==> src/rtl/yd_pkg.sv <==
// Shared constants and state encodings for the UART program loader.
package yd_pkg;
    localparam logic [7:0] SYNC_BYTE = 8'hA5;

    typedef enum logic [2:0] {
        ST_IDLE,
        ST_LEN_LO,
        ST_LEN_HI,
        ST_DAT_LO,
        ST_DAT_HI
    } ld_state_e;

    typedef enum logic [1:0] {
        RX_IDLE,
        RX_START,
        RX_DATA,
        RX_STOP
    } rx_state_e;
endpackage

==> src/rtl/uart_rx_byte.sv <==
// 8N1 serial byte receiver: two-flop synchroniser, mid-bit sampling, glitch-rejecting start detect.
module uart_rx_byte
    import yd_pkg::*;
#(
    parameter int unsigned CLK_DIV = 16
) (
    input  logic       clk,
    input  logic       rst,
    input  logic       rx,
    output logic       byte_valid,
    output logic [7:0] byte_data,
    output logic       frame_err
);
    localparam logic [15:0] HALF_M1 = 16'(CLK_DIV / 2 - 1);
    localparam logic [15:0] FULL_M1 = 16'(CLK_DIV - 1);

    logic        sync1_q, sync2_q, prev_q;
    rx_state_e   state_q;
    logic [15:0] cnt_q;
    logic [2:0]  bit_q;
    logic [7:0]  shift_q;
    logic        valid_q, ferr_q;

    always_ff @(posedge clk or negedge rst) begin
        if (!rst) begin
            sync1_q <= 1'b1;
            sync2_q <= 1'b1;
            prev_q  <= 1'b1;
            state_q <= RX_IDLE;
            cnt_q   <= '0;
            bit_q   <= '0;
            shift_q <= '0;
            valid_q <= 1'b0;
            ferr_q  <= 1'b0;
        end else begin
            sync1_q <= rx;
            sync2_q <= sync1_q;
            prev_q  <= sync2_q;
            valid_q <= 1'b0;
            ferr_q  <= 1'b0;
            case (state_q)
                RX_IDLE: begin
                    if (prev_q && !sync2_q) begin
                        state_q <= RX_START;
                        cnt_q   <= '0;
                    end
                end
                RX_START: begin
                    // Line back high at mid-start means it was a glitch, not a frame.
                    if (cnt_q == HALF_M1) begin
                        cnt_q <= '0;
                        bit_q <= '0;
                        state_q <= sync2_q ? RX_IDLE : RX_DATA;
                    end else begin
                        cnt_q <= cnt_q + 16'd1;
                    end
                end
                RX_DATA: begin
                    if (cnt_q == FULL_M1) begin
                        cnt_q   <= '0;
                        shift_q <= {sync2_q, shift_q[7:1]};
                        bit_q   <= bit_q + 3'd1;
                        if (bit_q == 3'd7) state_q <= RX_STOP;
                    end else begin
                        cnt_q <= cnt_q + 16'd1;
                    end
                end
                RX_STOP: begin
                    if (cnt_q == FULL_M1) begin
                        cnt_q   <= '0;
                        state_q <= RX_IDLE;
                        valid_q <= sync2_q;
                        ferr_q  <= !sync2_q;
                    end else begin
                        cnt_q <= cnt_q + 16'd1;
                    end
                end
                default: state_q <= RX_IDLE;
            endcase
        end
    end

    assign byte_valid = valid_q;
    assign byte_data  = shift_q;
    assign frame_err  = ferr_q;
endmodule

==> src/rtl/uart_prog_loader.sv <==
// Loads a little-endian length-prefixed 16-bit word image from UART into instruction memory.
module uart_prog_loader
    import yd_pkg::*;
#(
    parameter int unsigned CLK_DIV = 16,
    parameter int unsigned ROM_AW  = 10
) (
    input  logic              clk,
    input  logic              rst,
    input  logic              uart_rx,
    output logic              i_we,
    output logic [ROM_AW-1:0] i_waddr,
    output logic [15:0]       i_wdata,
    output logic              core_hold,
    output logic              done,
    output logic              err
);
    localparam logic [16:0] MAX_WORDS = 17'(1) << ROM_AW;

    logic       rx_valid, rx_ferr;
    logic [7:0] rx_data;

    uart_rx_byte #(.CLK_DIV(CLK_DIV)) u_rx (
        .clk       (clk),
        .rst       (rst),
        .rx        (uart_rx),
        .byte_valid(rx_valid),
        .byte_data (rx_data),
        .frame_err (rx_ferr)
    );

    ld_state_e         state_q;
    logic [7:0]        len_lo_q, lo_q;
    logic [15:0]       rem_q;
    logic [ROM_AW-1:0] addr_q, waddr_q;
    logic [15:0]       wdata_q;
    logic              we_q, hold_q, done_q, err_q;

    always_ff @(posedge clk or negedge rst) begin
        if (!rst) begin
            state_q  <= ST_IDLE;
            len_lo_q <= '0;
            lo_q     <= '0;
            rem_q    <= '0;
            addr_q   <= '0;
            waddr_q  <= '0;
            wdata_q  <= '0;
            we_q     <= 1'b0;
            hold_q   <= 1'b0;
            done_q   <= 1'b0;
            err_q    <= 1'b0;
        end else begin
            we_q   <= 1'b0;
            done_q <= 1'b0;
            err_q  <= 1'b0;
            if (rx_ferr) begin
                state_q <= ST_IDLE;
                hold_q  <= 1'b0;
                err_q   <= 1'b1;
            end else if (rx_valid) begin
                case (state_q)
                    ST_IDLE: begin
                        if (rx_data == SYNC_BYTE) begin
                            state_q <= ST_LEN_LO;
                            hold_q  <= 1'b1;
                            addr_q  <= '0;
                        end
                    end
                    ST_LEN_LO: begin
                        len_lo_q <= rx_data;
                        state_q  <= ST_LEN_HI;
                    end
                    ST_LEN_HI: begin
                        rem_q <= {rx_data, len_lo_q};
                        if ({rx_data, len_lo_q} == 16'd0) begin
                            state_q <= ST_IDLE;
                            hold_q  <= 1'b0;
                            done_q  <= 1'b1;
                        end else if ({1'b0, rx_data, len_lo_q} > MAX_WORDS) begin
                            state_q <= ST_IDLE;
                            hold_q  <= 1'b0;
                            err_q   <= 1'b1;
                        end else begin
                            state_q <= ST_DAT_LO;
                        end
                    end
                    ST_DAT_LO: begin
                        lo_q    <= rx_data;
                        state_q <= ST_DAT_HI;
                    end
                    ST_DAT_HI: begin
                        we_q    <= 1'b1;
                        waddr_q <= addr_q;
                        wdata_q <= {rx_data, lo_q};
                        addr_q  <= addr_q + ROM_AW'(1);
                        rem_q   <= rem_q - 16'd1;
                        // Last word: release the core in the same cycle as the write.
                        if (rem_q == 16'd1) begin
                            state_q <= ST_IDLE;
                            hold_q  <= 1'b0;
                            done_q  <= 1'b1;
                        end else begin
                            state_q <= ST_DAT_LO;
                        end
                    end
                    default: begin
                        state_q <= ST_IDLE;
                        hold_q  <= 1'b0;
                    end
                endcase
            end
        end
    end

    assign i_we      = we_q;
    assign i_waddr   = waddr_q;
    assign i_wdata   = wdata_q;
    assign core_hold = hold_q;
    assign done      = done_q;
    assign err       = err_q;
endmodule

==> config.mk <==
export PLATFORM = sky130hd
export DESIGN_NAME = uart_prog_loader
export DESIGN_NICKNAME = d
export VERILOG_FILES = /design/src/rtl/yd_pkg.sv /design/src/rtl/uart_rx_byte.sv /design/src/rtl/uart_prog_loader.sv
export SDC_FILE = /design/constraint.sdc
export NUM_CORES = 1
export LEC_CHECK = 0
export BUFFER_PORTS_ARGS = -buffer_cell sky130_fd_sc_hd__buf_4
export CELL_PAD_IN_SITES_DETAIL_PLACEMENT = 1
export CELL_PAD_IN_SITES_GLOBAL_PLACEMENT = 1
export CORE_MARGIN = 1.5
export CORE_UTILIZATION = 51
export CTS_BUF_LIST = sky130_fd_sc_hd__clkbuf_8 sky130_fd_sc_hd__clkbuf_16
export CTS_CLUSTER_DIAMETER = 80
export DETAILED_ROUTE_END_ITERATION = 7
export PLACE_DENSITY_LB_ADDON = 0.05
export SLEW_MARGIN = 10
export SYNTH_ARGS = -nofsm -noshare
export SYNTH_HDL_FRONTEND = slang
export SYNTH_HIERARCHICAL = 1
export SYNTH_SLANG_ARGS = --single-unit
==> constraint.sdc <==
create_clock -name clk -period 4.2 [get_ports clk]
set_clock_uncertainty 0.05 [all_clocks]
set_input_delay 0.42 -clock clk [delete_from_list [all_inputs] [get_ports clk]]
set_output_delay 0.42 -clock clk [all_outputs]
set_load 0.01 [all_outputs]
* Word level (Yosys, flattened, before mapping) *
Index checks and enable logic that the tools add are counted.

operators by class
  mux-type cells = 48
  reductions and logical operators = 21
  add/sub/neg operators = 4
  eq/ne operators = 22
  shifts and indexed selects = 0
  divide/modulo/power cells = 0
  bitwise gates (word level) = 1
  order comparisons = 1
  $mul = 0

operators with widths
  kind                                                                                count
  16-bit 2-to-1 mux                                                                   3
  16-bit one-hot mux with 3 select lines                                              1
  16-bit one-hot mux with 2 select lines                                              1
  1-bit 2-to-1 mux                                                                    22
  10-bit one-hot mux with 2 select lines                                              1
  2-bit 2-to-1 mux                                                                    9
  16-bit by 1-bit adder with 16-bit output (second input constant)                    1
  16-bit by 1-bit == test with 1-bit output (second input constant)                   1
  16-bit by 3-bit == test with 1-bit output (second input constant)                   1
  16-bit by 4-bit == test with 1-bit output (second input constant)                   1
  16-bit by 11-bit greater-than comparator with 1-bit output (second input constant)  1
  16-bit logical NOT                                                                  1
  16-bit by 1-bit subtractor with 16-bit output (second input constant)               1
  3-bit 2-to-1 mux                                                                    5
  3-bit one-hot mux with 5 select lines                                               1
  3-bit AND reduction                                                                 5
  2-bit by 1-bit inequality test with 1-bit output (second input constant)            6
  10-bit by 1-bit adder with 10-bit output (second input constant)                    1
  10-bit 2-to-1 mux                                                                   1
  5-bit AND reduction                                                                 2
  8-bit == test (second input constant)                                               1
  2-bit one-hot mux with 4 select lines                                               1
  2-bit nonzero test                                                                  4
  3-bit by 2-bit == test with 1-bit output (second input constant)                    2
  19 further kinds                                                                    24

word-level totals
  register bits after elaboration = 109
  input bits = 3
  memories = 0
  output and inout port bits = 30
  bits in writable memories = 0
  bits in read-only memories = 0
  latch bits = 0

* Logic depth before layout (Yosys ltp) *
Gate-level depths: netlist (run 1).

  word-level depth = 6
  gate-level depth with buffers = 7
  gate-level depth less buffers = 6

* Modules after synthesis *
The synthesis (run 1) kept the hierarchy.

by module, submodules not included
  module            sequential area each (µm²)  cells an instance  area an instance (µm²)  instances
  uart_prog_loader  1876.8                      388                3524.6                  1
  uart_rx_byte      854.6                       177                1751.7                  1

* Worst setup path before layout (run 1) *
OpenSTA, ideal clock, no wires.

  path kind = register to register
  start = reg rem_q[8]
  end = reg rem_q[12]
  clock period less this slack = 2.032 ns
  path buffers = 0
  data arrival time = 1.903 ns
  path slack = 2.168 ns
  setup time = 0.079 ns
  stages on the path, launching flop included = 6
  cells stage by stage = dfrtp_1 > or4_4 > or2_1 > or4_4 > a21oi_2 > a2bb2oi_1

between the ends
  cells in the longest elaborated chain, start to end = 2

RTL lines
  what                                           line                    source
  start: declaration                             uart_prog_loader.sv:34  logic [15:0] rem_q;
  start signal: assignment                       uart_prog_loader.sv:74  rem_q <= {rx_data, len_lo_q};
  start signal: assignment                       uart_prog_loader.sv:96  rem_q <= rem_q - 16'd1;
  16-bit by 1-bit subtractor with 16-bit output  uart_prog_loader.sv:96
  16-bit one-hot mux with 2 select lines         uart_prog_loader.sv:61  case (state_q)

No other way between the ends.
A chain may end at the register's enable or synchronous reset.

==> flow_results.org, run 1 <==
** CTS
- Clock slew at reported path FFs :: 0.11 ns
- Clock root buffer :: sky130_fd_sc_hd__clkbuf_8
- Gates resized during post-CTS repair numbered 0.
- In this run the deepest clock path goes through 2 buffers.
- CTS saw 109 sinks.
- TritonCTS built the clock tree.
- Post CTS Setup Buffer Count :: 0
- The number of clock buffers added by TritonCTS is 9.
- Cts hold-fix bufs :: 1
- Worst-Skew Late Latency :: 0.39 ns
- The H-tree was split into 3 levels.

** Floorplanning
- X dimension of the die :: 104.7 um
- For this configuration, the core starts out at a cell density of 0.5324.
- The floorplan has 36 rows.
- From bottom edge to top edge, the die measures 104.7 um.
- Die Footprint :: 10970 um2
- IO Pins :: 33
- Core area :: 9910 um2

** Placement
- Worst slack, placed :: 1.587 ns
- At the end of routability-driven placement, the weighted congestion stood at 0.7746.
- Once placement completed, the tool counted placed cells totaling 705.
- Count of input and output buffers :: 32
- Detailed Place HPWL :: 9091 um

** Timing
- Headroom to the max-slew limit :: 0.4029
- Number of endpoints failing setup at the final stage :: 0
- Final hold violations :: 0
- Subtracting the final worst setup slack from the clock period gives 2.622 ns.
- Max-slew violation count :: 0
- Setup repair after global routing left no endpoint under its margin.
- Based on the critical path, the design can be clocked at up to 381.4 MHz.
- At the pin with the least slew margin, the transition time is 0.8947 ns.
- Worst hold slack after final layout :: 0.09211 ns
- Final-layout setup total negative slack :: 0 ns
- Post-route setup slack :: 1.578 ns
- Dividing the final minimum period by the clock period gives 0.6242.

** Final layout
- Fill cell count :: 1146
- Antenna Cells :: 0
- Of the cells placed in the final design, the portion with a size suffix greater than 1 is 0.1596.
- From synthesis to final layout, the design area changed by 10.51%.
- Leaving out filler cells and counting taps, the final layout contains 722.
- Post-route core utilization :: 0.5884
- Final nets :: 593

** Synth
- Largest area contributor in the synthesized netlist :: sky130_fd_sc_hd__dfrtp_1
- Leading post-synthesis cells by instance count :: sky130_fd_sc_hd__nand2_1, sky130_fd_sc_hd__dfrtp_1, sky130_fd_sc_hd__o21ai_0
- In this run, distinct cell masters in the synthesized netlist total 61.
- For this run, the leading register cell type out of synthesis is sky130_fd_sc_hd__dfrtp_1.
- Most common cell in the synthesized netlist :: sky130_fd_sc_hd__nand2_1
- In this run, synthesis inferred 0 flip-flops with an integrated enable.
- Post-synthesis average cell area :: 9.339 um2
- The cell area that synthesis handed to floorplanning was 5276 um2.
- For this run, the number of Yosys warnings is 6.
- Counting every instance in the synthesized netlist gives 565.
- In this run, synthesis produced a sequential element count of 109.
- Synth Net Count :: 574
- By area the synthesized netlist is led by sky130_fd_sc_hd__dfrtp_1, sky130_fd_sc_hd__nand2_1, sky130_fd_sc_hd__mux2_2, sky130_fd_sc_hd__o21ai_0, sky130_fd_sc_hd__nand3_1.
- The share of synthesized area in the top cell type comes to 0.5027.
- Proportion of register bits with asynchronous set or reset after synthesis :: 1.000
- For this run, the register share of the synthesized area comes to 0.5177.

** GRT
- The first global-routing pass estimated 23390 um of wire.
- Residual overflow from global routing :: 0
- Global-route usage over all layers :: 0.2673
- Pin count of the biggest net entering global routing :: 45
- Via count of the first global-routing pass :: 4600
- Number of antenna violations at the first check in global routing :: 0

** Worst setup path
- Category of the most critical setup path :: flop to flop
- The worst setup path is launched from a flop.
- Worst endpoint data arrival time :: 2.87 ns
- Worst Path Required :: 4.45 ns
- Of all nets on the critical path, the largest fanout is 39.
- CP endpoint kind :: flop

** Pwr
- PwrDens :: 353.3 nW/um2
- Static leakage :: 2.745 nW
- Worst vdd rail ir drop :: 0.0001814 V

** Detailed routing
- After detailed routing, the average wire length per cell comes to 18.78 um.
- Using the TritonRoute via totals, the vias-per-cell ratio works out to 6.017.
- For this block, the routed nets add up to 13560 um of wire.
- Total vias in the final route :: 4344
- First-pass iteration count of the detailed router :: 5
- After the first detailed-routing iteration, the DRC count stood at 154.
- DRC :: 0
- In this run the remaining antenna-violating nets after routing total 0.

** Run
- Number of violations of the max-capacitance limit :: 0

** Run status
- The run finished with clean final reports.

** Min path
- The min-delay analysis places its worst path in the category input pin to flop.
flip-flops by register name, indices dropped and copies added, names as in the netlist, 3 cells and up, named ones only:
| signal | flops |
|---|---|
| rem_q | 16 |
| u_rx/byte_data | 8 |
| addr_q | 10 |
| u_rx/cnt_q | 16 |
| u_rx/bit_q | 3 |
| state_q | 3 |
| len_lo_q | 8 |
| lo_q | 8 |
| i_waddr | 10 |
| i_wdata | 16 |
area by class of cell:
cell class	count	area, um2	area share
clock inverters	5	65.06	0.01116
repair buffers	38	287.8	0.04936
multi-input cells	414	2384	0.4088
clock buffers	11	151.4	0.02597
inverters	12	45.04	0.007725
flip-flops and latches	109	2731	0.4685
well taps	133	166.4	0.02854
worst paths after layout:
check                             start            to  slack, ns  cells past startpoint
max                          state_q[2]     addr_q[8]       1.58                      7
min                             uart_rx  u_rx/sync1_q       0.09                      1
max reg2reg                  state_q[2]     addr_q[8]       1.58                      7
min reg2reg                u_rx/sync1_q  u_rx/sync2_q       0.30                      0
max in group asynchronous           rst  u_rx/sync1_q       2.68                      3
min in group asynchronous           rst    i_waddr[5]       0.53                      2
cell usage in the layout, fill, tap and decap left out, types with 2 or more instances in the layout:
cell,count
sky130_fd_sc_hd__a22oi_1,3
sky130_fd_sc_hd__a311oi_1,2
sky130_fd_sc_hd__o21a_1,2
sky130_fd_sc_hd__nor3_1,17
sky130_fd_sc_hd__o211ai_1,6
sky130_fd_sc_hd__nor4_1,10
sky130_fd_sc_hd__ha_1,6
sky130_fd_sc_hd__dfrtp_1,106
sky130_fd_sc_hd__dfstp_2,3
sky130_fd_sc_hd__nor3b_1,3
sky130_fd_sc_hd__o41ai_1,2
sky130_fd_sc_hd__clkbuf_8,11
sky130_fd_sc_hd__nor2b_1,4
sky130_fd_sc_hd__nand2_1,127
sky130_fd_sc_hd__buf_4,37
sky130_fd_sc_hd__a22o_2,2
sky130_fd_sc_hd__mux2i_1,3
sky130_fd_sc_hd__a21oi_1,20
sky130_fd_sc_hd__o22ai_1,4
sky130_fd_sc_hd__or3_1,6
sky130_fd_sc_hd__inv_1,12
sky130_fd_sc_hd__clkinvlp_4,2
sky130_fd_sc_hd__o21ai_0,45
sky130_fd_sc_hd__mux2_2,25
sky130_fd_sc_hd__nand2b_1,7
sky130_fd_sc_hd__a22o_1,2
sky130_fd_sc_hd__and3_1,4
sky130_fd_sc_hd__a2bb2oi_1,6
sky130_fd_sc_hd__o31ai_1,4
sky130_fd_sc_hd__nor4_2,2
sky130_fd_sc_hd__nand4_1,8
sky130_fd_sc_hd__nor2_1,30
sky130_fd_sc_hd__or4_4,2
sky130_fd_sc_hd__a31oi_1,4
sky130_fd_sc_hd__and2_1,2
sky130_fd_sc_hd__or4_1,3
sky130_fd_sc_hd__nand3_1,29
worst max-delay path: stages (launching register included):
cell and delay [ns]:
sky130_fd_sc_hd__dfrtp_1 0.52, sky130_fd_sc_hd__nor3b_2 0.23, sky130_fd_sc_hd__buf_4 0.30, sky130_fd_sc_hd__nand2_1 0.09, sky130_fd_sc_hd__buf_4 0.27, sky130_fd_sc_hd__inv_1 0.70
sky130_fd_sc_hd__nand2_1 0.12, sky130_fd_sc_hd__o21ai_0 0.23
power breakdown:
group	internal, W	switching, W
clock	0.000315	0.000382
combinational	0.0000700	0.000175
sequential	0.00107	0.0000431
total	0.00146	0.000600
metrics by stage:
stage / total power [W] / cell area, um2
floorplan: 0.001295 / 5276
global placement: 0.001372 / 5604
detailed placement: 0.001385 / 5604
CTS: 0.002082 / 5831
global route: 0.002155 / 5831
finish: 0.002060 / 5831
metal layers:
metal / GRT usage / wire, um / share of wire / vias to the layer above
met5: 0 / 0 / 0 / -
met4: 0.09785 / 220 / 0.016 / 0
met3: 0.03369 / 393 / 0.029 / 15
met2: 0.4558 / 6863 / 0.51 / 77
met1: 0.3501 / 6082 / 0.45 / 2212
li1: - / - / - / 2040
logic make-up (layout without fill, tap and decap cells):
logic type | Yosys count | after routing | synth area share
compound gates | 115 | 115 | 0.1375
xor+xnor | 2 | 2 | 0.003321
fa+ha+maj | 6 | 6 | 0.01423
buf+inv | 42 | 66 | 0.03154
flops | 109 | 109 | 0.5177
mux | 28 | 28 | 0.05905
simple gates | 263 | 263 | 0.2367
Power figures use the tool's default switching activity.
==> inputs of run 2 (changes only) <==
Settings changed: CORE_UTILIZATION 51 to 47.
Clock period 4.2 ns to 2.58 ns, I/O delays scaled along.
==> run 2 against run 1 <==
Against the previous run: via count is essentially flat; non-clock buffer count grew 12; cell count grew 2.6%; cell area grew 1.8%; setup slack lost 1.3 ns; critical endpoint is now u_rx/byte_data[7]; largest power group unchanged.
==> flow_results.org, run 2 (synthesized netlist as in run 1, its figures left out) <==
** Detailed routing
- The via count was 4346 (+0.046%).
- Detailed Route WL :: 13470 um (-0.71%)
- The routed via count divided by cell count is 5.865 (-2.5%).
- First-pass iteration count of the detailed router :: 4 (-1)
- The routed length per placed instance was 18.17 um (-3.3%).
- The count of routing violations after the opening detailed-route iteration is 193 (+25%).
- The count of unresolved DRC violations after routing came to 0 (unchanged).
- The count of nets left with antenna violations after detail routing was 0 (unchanged).

** Worst setup path
- The worst-case reg-to-reg path depth was 4 (-3).
- The arrival time reported for the critical path endpoint was 2.55 ns (-0.32 ns).
- STA classifies the critical path endpoint as a flop.
- Critical path peak fanout :: 10 (-74%)
- The data required time of the critical path is 2.81 ns (-1.64 ns).
- The worst setup path is launched from a flop.
- CP peak stage delay :: 0.56 ns (-0.14 ns)
- Sequence of cells on the critical path :: nor4_1 -> nand3_1 -> nor3_4 -> mux2_2
- The largest individual stage delay along the critical path comes from the cell sky130_fd_sc_hd__nor4_1.
- The critical path in this run is classified as flop to flop.

** Timing
- Shortest clock period the worst path allows after layout :: 2.323 ns (-0.2992 ns)
- The headroom to the max-slew limit is 0.4200 (+0.01704).
- RSZ-0062 raised after global routing :: no
- The slew at the pin closest to its max-slew limit is 0.8701 ns (-0.02458 ns).
- The maximum frequency from static timing analysis came to 430.5 MHz (+13%).
- The post-route setup TNS is 0 ns (unchanged).
- Final hold violations :: 0 (unchanged)
- The max-slew violation count came to 0 (unchanged).
- The final critical-path share of the clock period was 0.9003 (+0.2760).
- The final setup violation count is 0 (unchanged).

** Final layout
- Leaving out fill and tap cells, the most frequent cell in the layout is sky130_fd_sc_hd__nand2_1.
- The final cell utilization of the core is 0.5454 (-0.04299).
- The filler cell count in the final layout was 1248 (+8.9%).
- The final cell count without fillers was 741 (+2.6%).
- The final net count is 605 (+2.0%).
- Fraction of layout cells with a size suffix above 1 :: 0.1747 (+0.01512)
- Most used cells in the layout excluding fill and tap cells :: sky130_fd_sc_hd__nand2_1, sky130_fd_sc_hd__dfrtp_1, sky130_fd_sc_hd__buf_4
- Layout overhead on the synthesized area :: 12.54%
- The number of antenna diodes came to 0 (unchanged).

** Placement
- The half-perimeter wire length after detailed placement is 9158 um (+0.74%).
- Post-Place Cells :: 723 (+2.6%)
- Count of input and output buffers :: 32 (unchanged)
- Gp weighted congestion :: 0.8229 (+6.2%)

** Floorplanning
- X dimension of the die :: 109.0 um (+4.0%)
- The initial core utilization came to 0.4846 (-0.04785).
- The die height is 109.0 um (+4.0%).
- Standard-cell rows :: 38 (+5.6%)
- Core area :: 10890 um2 (+9.9%)
- The number of top-level pins is 33 (unchanged).
- Die Footprint :: 11870 um2 (+8.3%)

** CTS
- The deepest clock path buffer count is 2 (unchanged).
- # resized after CTS :: 0 (unchanged)
- Worst-Skew Late Latency :: 0.39 ns (about the same)
- Total CTS buffers :: 9 (unchanged)
- The clock input transition at the sequential cells of the worst setup and hold paths was 0.10 ns (about the same).
- CTS tree :: yes
- The maximum level of the CTS H-tree is 3 (unchanged).
- Clock root buffer :: sky130_fd_sc_hd__clkbuf_8
- Total number of clock tree sinks :: 109 (unchanged)

** Pwr
- The total power consumption of the routed design was 0.003360 W (+63%).
- The ratio of total power to cell area came to 565.9 nW/um2 (+60%).
- The cell leakage power came to 2.806 nW (+2.2%).
- Worst vdd rail ir drop :: 0.0002812 V (+55%)

** Min path
- The number of cells on the worst hold path was 0 (-1).
- Hold crit path type :: flop to flop

** GRT
- The met2 routing resource usage after global routing was 0.4009 (-0.05493).
- The met1 usage in global routing came to 0.3358 (-0.01435).
- Residual overflow from global routing :: 0 (unchanged)
- met2 is the most crowded layer.
- The number of global-route vias before repair was 4452 (-3.2%).
- The wire length of the first global-routing pass is 22800 um (-2.5%).
- Global-route usage over all layers :: 0.2486 (-0.01863)
- The largest net degree at the start of global routing came to 68 (+51%).
- The initial antenna violation count came to 0 (unchanged).
- The met3 global-route usage is 0.03945 (+0.005763).

** Run
- The number of max-cap violations was 0 (unchanged).

** Run status
- The flow ran to the end, and the final reports show no timing, DRC or antenna violations.
## run 2: per-layer routing
layer | wire length, um | vias to the layer above | part of all wire
li1 | - | 2054 | -
met1 | 6352 | 2230 | 0.47
met2 | 6586 | 43 | 0.49
met5 | 0 | - | 0
met4 | 248 | 0 | 0.018
met3 | 277 | 19 | 0.021
## run 2: critical path: cells and delay by family (launching register included)
| kind | cells | cell delay [ns] |
|---|---|---|
| flops | 1 | 0.44 |
| mux | 1 | 0.40 |
| simple gates | 3 | 1.31 |
## run 2: cell type report
cell class,count,area (um2),share of cell area
Multi-Input combinational cell,414,2384,0.4014
Sequential cell,109,2731,0.4600
Tap cell,140,175.2,0.02950
Clock inverter,5,58.81,0.009903
Clock buffer,11,151.4,0.02550
Inverter,12,45.04,0.007585
Timing Repair Buffer,50,392.9,0.06616
## run 2: path summary, 6_finish.rpt
kind / startpoint / end / slack (ns)
max: u_rx/cnt_q[13] / u_rx/byte_data[7] / 0.26
min in group asynchronous: rst / i_waddr[6] / 0.46
max in group asynchronous: rst / u_rx/sync1_q / 1.28
min reg2reg: u_rx/sync1_q / u_rx/sync2_q / 0.31
min: u_rx/sync1_q / u_rx/sync2_q / 0.31
max reg2reg: u_rx/cnt_q[13] / u_rx/byte_data[7] / 0.26
## run 2: stage by stage
stage / setup WS (ns) / hold slack (ns) / instance area (um2)
after CTS: 0.2976 / 0.3122 / 5938
after global routing: 0.1182 / 0.3248 / 5938
final: 0.2573 / 0.3117 / 5938
after floorplan: 0.5476 / -0.08759 / 5276
after global placement: 0.4247 / 0.2963 / 5708
after detailed placement: 0.3149 / 0.2975 / 5708
## run 2: power breakdown
part           internal, W  leakage [nW]  switching [W]
registers          0.00175          1.50      0.0000731
logic             0.000139          1.20       0.000283
clock network     0.000502         0.102       0.000613
## run 2: timing repair
item | 4_1_cts | 5_1_grt
hold endpoints to repair | 64 | 0
setup endpoints to repair | 0 | 0
buffers inserted | 0 | 0
hold buffers | 2 | 0
